`config.mk`:
```
export PLATFORM = sky130hd
export DESIGN_NAME = wr_ctrl
export DESIGN_NICKNAME = d
export VERILOG_FILES = /design/src/rtl/wr_ctrl.sv
export SDC_FILE = /design/constraint.sdc
export NUM_CORES = 1
export LEC_CHECK = 0
export CORE_MARGIN = 2
export CORE_UTILIZATION = 45
export DETAILED_ROUTE_END_ITERATION = 10
export GPL_TIMING_DRIVEN = 0
export PLACE_DENSITY = 0.78
export SLEW_MARGIN = 30
export SYNTH_ARGS = -nofsm -noshare
export SYNTH_HDL_FRONTEND = slang
export SYNTH_SLANG_ARGS = --single-unit
```
`constraint.sdc`:
```
create_clock -name clk -period 3.65 [get_ports clk]
set_clock_uncertainty 0.05 [all_clocks]
set_input_delay 0.5475 -clock clk [delete_from_list [all_inputs] [get_ports clk]]
set_output_delay 0.5475 -clock clk [all_outputs]
set_load 0.005 [all_outputs]
```
`src/rtl/wr_ctrl.sv`:
```
`default_nettype none
// ============================================================================
// Module   : wr_ctrl
// Purpose  : Write-side controller of the capture path. Pops 32-bit words from
//            the capture FIFO (non-show-ahead) and writes each one as a
//            single-beat Avalon-MM write into a host-memory ring buffer. The
//            host read index is tracked so unread data is never overwritten;
//            one ring slot always stays empty.
// Ports    : clk, reset           - clock, synchronous active-high reset
//            enable               - run (1) / finish current word then idle (0)
//            base_addr/ring_words - ring geometry, latched on IDLE->FETCH
//            host_rd_idx          - next index the host will read
//            fifo_*               - capture FIFO read side
//            avm_*                - Avalon-MM write master
//            wr_idx, wrap_cnt     - ring write index, saturating wrap counter
//            busy, ring_full      - status
//            wm_words, irq_ack, irq (WR_CTRL_WATERMARK_EN only) - sticky
//                                   watermark interrupt on written words
// Options  : `define WR_CTRL_WATERMARK_EN to build the watermark interrupt.
// Revision : 1.0 - initial release
// ============================================================================
module wr_ctrl #(
  parameter int DATA_W = 32,
  parameter int ADDR_W = 32,
  parameter int IDX_W  = 16
) (
  input  logic                clk,
  input  logic                reset,
  input  logic                enable,
  input  logic [ADDR_W-1:0]   base_addr,
  input  logic [IDX_W-1:0]    ring_words,
  input  logic [IDX_W-1:0]    host_rd_idx,
  input  logic [DATA_W-1:0]   fifo_out,
  input  logic                fifo_empty,
  output logic                fifo_rdreq,
  output logic [ADDR_W-1:0]   avm_address,
  output logic                avm_write,
  output logic [DATA_W-1:0]   avm_writedata,
  output logic [DATA_W/8-1:0] avm_byteenable,
  input  logic                avm_waitrequest,
`ifdef WR_CTRL_WATERMARK_EN
  input  logic [IDX_W-1:0]    wm_words,
  input  logic                irq_ack,
  output logic                irq,
`endif
  output logic [IDX_W-1:0]    wr_idx,
  output logic [15:0]         wrap_cnt,
  output logic                busy,
  output logic                ring_full
);

  typedef enum logic [1:0] {
    S_IDLE  = 2'd0,
    S_FETCH = 2'd1,
    S_LATCH = 2'd2,
    S_WRITE = 2'd3
  } state_t;

  state_t            state;
  logic [ADDR_W-1:0] base_q;
  logic [IDX_W-1:0]  ring_q;

  logic [IDX_W-1:0]  next_idx;
  logic              at_last;
  logic              full;
  logic              accept;
  logic [ADDR_W-1:0] idx_off;

  // Index arithmetic always uses the geometry latched at start, so host-side
  // register changes while busy cannot corrupt an active ring.
  assign at_last  = (wr_idx == ring_q - IDX_W'(1));
  assign next_idx = at_last ? '0 : wr_idx + IDX_W'(1);
  assign full     = (next_idx == host_rd_idx);
  assign idx_off  = ADDR_W'(wr_idx) << 2;

  // avm_write is always 1 in S_WRITE, so acceptance only needs the stall.
  assign accept     = (state == S_WRITE) && !avm_waitrequest;
  assign fifo_rdreq = (state == S_FETCH) && enable && !full && !fifo_empty;
  assign ring_full  = (state == S_FETCH) && enable && full;
  assign busy       = (state != S_IDLE);

  // wr_idx is only cleared by reset, so the first start after reset begins at
  // slot 0 while later enable toggles resume where the ring left off.
  always_ff @(posedge clk) begin
    if (reset) begin
      state          <= S_IDLE;
      base_q         <= '0;
      ring_q         <= '0;
      wr_idx         <= '0;
      wrap_cnt       <= '0;
      avm_address    <= '0;
      avm_writedata  <= '0;
      avm_write      <= 1'b0;
      avm_byteenable <= '0;
    end else begin
      case (state)
        S_IDLE: begin
          if (enable) begin
            base_q <= base_addr;
            ring_q <= ring_words;
            state  <= S_FETCH;
          end
        end
        S_FETCH: begin
          if (!enable) begin
            state <= S_IDLE;
          end else if (fifo_rdreq) begin
            state <= S_LATCH;
          end
        end
        S_LATCH: begin
          // FIFO data is valid one cycle after the pop.
          avm_writedata  <= fifo_out;
          avm_address    <= base_q + idx_off;
          avm_write      <= 1'b1;
          avm_byteenable <= '1;
          state          <= S_WRITE;
        end
        S_WRITE: begin
          if (accept) begin
            avm_write      <= 1'b0;
            avm_byteenable <= '0;
            wr_idx         <= next_idx;
            if (at_last && (wrap_cnt != 16'hFFFF)) begin
              wrap_cnt <= wrap_cnt + 16'd1;
            end
            state <= S_FETCH;
          end
        end
        default: state <= S_IDLE;
      endcase
    end
  end

`ifdef WR_CTRL_WATERMARK_EN
  logic [IDX_W-1:0] pending;
  logic [IDX_W-1:0] pending_nxt;

  // An ack wipes the history, but a write accepted in the same cycle still
  // counts as the first word of the new window.
  always_comb begin
    pending_nxt = pending;
    if (irq_ack) begin
      pending_nxt = accept ? IDX_W'(1) : '0;
    end else if (accept && (pending != '1)) begin
      pending_nxt = pending + IDX_W'(1);
    end
  end

  always_ff @(posedge clk) begin
    if (reset) begin
      pending <= '0;
      irq     <= 1'b0;
    end else begin
      pending <= pending_nxt;
      if (irq_ack) begin
        irq <= 1'b0;
      end else if ((wm_words != '0) && (pending_nxt >= wm_words)) begin
        irq <= 1'b1;
      end
    end
  end
`endif

endmodule
`default_nettype wire
```
==> metrics.md <==
| Metric | Value |
|---|---|
| Status | finished with violations |
| Failing checks | negative setup slack |
| Ys async rst share | 0% |
| DRT antenna net count | 0 |
| Actual slew at the worst max-slew pin | 881.7 ps |
| Crit. End Element | primary output |
| Mapped Cells | 957 |
| Max Root-Sink Buffers | 2 |
| Drt via density | 5.375 |
| CTS tree | built |
| Drt first pass iters | 5 |
| Ranking of synthesized cells by area | dfxtp_1 38%, nand2_1 7.1%, mux2i_1 6.6% |
| Clk pwr share | between 40% and 50% |
| Number of I/O pins | 205 |
| Worst hold start | base_q[13]$_SDFFE_PP0P_ |
| Final wirelength | 23880 um |
| Cts bufs inserted | 17 |
| Vias in the first global route | 7459 |
| Final WS setup | -579.0 ps |
| Fillcell total | 1518 |
| Net Sw Power | 1.193 mW |
| Leakage | 4.045 nW |
| Synth Cell Area | 7791 um2 |
| PwrDens | 381.7 nW/um2 |
| Placed cell areas | 10130 um2 |
| Max Clock Freq | 0.2365 GHz |
| RSZ-0062 raised after global routing | yes |
| Tcrit/Tclk final | 115.9% |
| Htree depth | 4 |
| Critical register-to-register path startpoint | ring_q[0]$_SDFFE_PP0P_ |
| Largest stage delay, worst path | between 500 and 600 ps |
| Area Growth Syn to Fin | 42.89% |
| Share of cells above drive strength 1 | 10.71% |
| Worst-path clk slew | 60 ps |
| DR WL/cell | 16.59 um |
| Worst EP required | between 3000 and 4000 ps |
| Nets | roughly 1300 |
| Top_reg_cell synth | dfxtp_1 |
| First-pass GRT wire length | 37400 um |
| Ant diodes | 0 |
| Synth area leader | dfxtp_1 |
| Peak supply drop | 336.0 uV |
| Final min period | 4229 ps |
| RePlAce Congestion | 0.9243 |
| Core area | 17120 um2 |
| #FFs+latches synth | 147 |
| Seq/Total Area, Yosys | 37.77% |
| Slew Limit Headroom | between 40 and 50% |
| DR vias | 7734 |
| Clock root cell | clkbuf_16 |
| Flop pwr share | 40.7% |
| Setup TNS | -1050 ps |
| Setup slack after placement | -829.4 ps |
| CP max FO | 9 |
| Port bufs | roughly 200 |
| YS warnings | 0 |
| Initial Utilization | a little under half |
| Die area | 18380 um2 |
| Reg-to-reg setup timing slack | ~30 ps |
| Worst r2r dst | state[0]$_SDFFE_PP0P_ |
| Hold depth | 2 |
| Crit path launch type | flip-flop |
| WHS | about 400 ps |
| R2R depth | 14 |
| Die Y | 135.6 um |
| Worst skew pair latency | 430 ps |
| TritonCTS Sinks | roughly 150 |
| Syn nets | 1082 |
| DRC Markers | 0 |
| Tot Pwr | 4.249 mW |
| Worst hold-check path type | reg -> reg |
| Share of the synthesized area in the top cell type | 37.77% |
| Final Setup Violations | 2 |
| EDFF count, synth | 0 |
| Post-DP HPWL | 17530 um |
| Crit path DAT | between 3000 and 4000 ps |
| Die Width | approximately 140 um |
| Cells along the critical path | buf_6, or3_4, or4_4, or3_4, a211oi_2, and4_1, buf_6, mux2_4, o21ai_2, or4_4, nor2_2, buf_2 |
| Unique masters post-synth | 70 |
| Final Cell Area | 11130 um2 |
| Synth Area per Inst | 8.141 um2 |
| # rows | 48 |
| Global route overflow | 0 |
| Initial DRC Count | 541 |
| MaxCap Viol Count | 0 |
| Comb power frac | 18.0% |
| GRT Overall Usage | 25.56% |
| Hold path endpoint | base_q[13]$_SDFFE_PP0P_ |
| Switching share of power | 28.08% |
| CP max-delay cell | or4_4 |
| Largest net degree at the start of global routing | 17 |
| Critical path class | reg -> out |
| Initial antenna violation count | 0 |
| Max Transition Viols Final | 0 |
| Endpoints failing hold | 0 |
| # hold bufs at CTS | 0 |
| Internal | 3.056 mW |
synthesized netlist by cell type (all sizes together), types with 4 or more instances:
cell type and n:
dfxtp 147, nand2 147, nor2 115, a21oi 81, mux2i 51, xnor2 46, clkbuf 41, o21ai 28
nand3 27, ha 23, xor2 23, inv 21, or3 21, buf 18, and3 13, nor3 13
a211oi 12, a311oi 9, nand4 9, and2 8, nand2b 8, nor4 8, nor2b 7, or4 6
and4 5, o211ai 5, o21a 5, a21o 4, a41oi 4, nor3b 4, o22ai 4, o31ai 4
routing by layer:
| metal | share of wire, % | wire (um) | vias to the layer above | GRT usage (%) |
|---|---|---|---|---|
| met5 | 0 | 0 | - | 0 |
| met4 | 2.8 | 665 | 0 | 9.896 |
| met3 | 7.0 | 1666 | 38 | 5.986 |
| met2 | 47 | 11210 | 263 | 42.14 |
| met1 | 43 | 10330 | 3617 | 32.38 |
| li1 | - | - | 3816 | - |
per-stage QoR:
| stage | instances | util, % |
|---|---|---|
| after floorplan | 957 | - |
| after global placement | 1385 | 59.21 |
| after detailed placement | 1385 | 59.21 |
| after CTS | 1437 | 64.47 |
| after global routing | 1439 | 65.04 |
| final | 1439 | 65.04 |
worst max-delay path, delay by kind of cell (launching register included):
family / cells / cell delay, ps
compound gates: 2 / 300
buf+inv: 3 / 380
flops: 1 / 310
mux: 1 / 160
simple gates: 6 / 2060
flip-flops by register name, summed over array words and instances, names as in the netlist:
signal,count
avm_byteenable,1
avm_writedata,32
ring_q,16
avm_address,32
base_q,32
wrap_cnt,16
wr_idx,16
state,2
kinds of logic (layout without fill, tap and decap cells):
group           after synthesis  count (layout)  share of synthesized area, %
compound gates              179             179                         14.52
flops                       147             147                         37.77
fa+ha+maj                    24              24                         3.951
buf+inv                      80             337                         4.352
mux                          53              53                         6.938
simple gates                404             404                         24.41
xor+xnor                     70              70                         8.062
layout make-up:
| cell class | instances | area, um2 | area share (%) |
|---|---|---|---|
| Sequential cell | 147 | 2957 | 26.56 |
| Clock buffer | 18 | 429.2 | 3.855 |
| Multi-Input combinational cell | 730 | 4757 | 42.73 |
| Clock inverter | 14 | 156.4 | 1.405 |
| Timing Repair Buffer | 228 | 2210 | 19.85 |
| Tap cell | 225 | 281.5 | 2.529 |
| Buffer | 56 | 259.0 | 2.326 |
| Inverter | 21 | 83.83 | 0.7530 |
power by group through the flow:
stage               combinational, mW  clock [mW]  sequential, mW
floorplan                       0.402           0            1.75
global placement                0.652           0            1.76
detailed placement              0.664           0            1.76
CTS                             0.744        1.77            1.73
global route                    0.835        1.85            1.74
finish                          0.766        1.75            1.73
how the worst max path moves through the flow:
stage / start / end / slack, ps / cells past startpoint
final: ring_q[2]$_SDFFE_PP0P_ / ring_full / -580 / 12
after CTS: ring_q[0]$_SDFFE_PP0P_ / ring_full / -610 / 13
after floorplan: ring_q[1]$_SDFFE_PP0P_ / ring_full / -80 / 11
after global routing: ring_q[2]$_SDFFE_PP0P_ / ring_full / -680 / 12
after global placement: ring_q[1]$_SDFFE_PP0P_ / ring_full / -810 / 12
after detailed placement: ring_q[1]$_SDFFE_PP0P_ / ring_full / -830 / 12
cells in the final DEF (no fill, tap or decap), types with 5 or more instances in the layout:
cell type	Yosys	final
clkdlybuf4s50_1	0	201
nand2_1	147	147
dfxtp_1	147	142
nor2_1	115	112
a21oi_1	81	79
mux2i_1	51	51
xnor2_1	46	44
clkbuf_1	40	33
buf_4	6	31
nand3_1	26	26
o21ai_0	27	24
xor2_1	23	23
ha_1	23	22
inv_1	21	19
or3_1	20	18
clkbuf_16	0	17
and3_1	13	13
nor3_1	13	10
nand4_1	9	9
buf_1	10	9
a311oi_1	9	9
and2_1	8	8
nand2b_1	8	8
a211oi_1	12	8
nor2b_1	7	7
and4_1	5	5
o21a_1	5	5
clkbuf_2	1	5
o211ai_1	5	5
timing repair:
item / in CTS / in global routing
endpoints found under the setup margin: 19 / 25
hold endpoints to repair: 0 / 0
gates resized for setup: 45 / 25
buffers inserted: 21 / 4
pin swaps: 23 / 16
No activity file was read; power rests on OpenSTA's default activity.
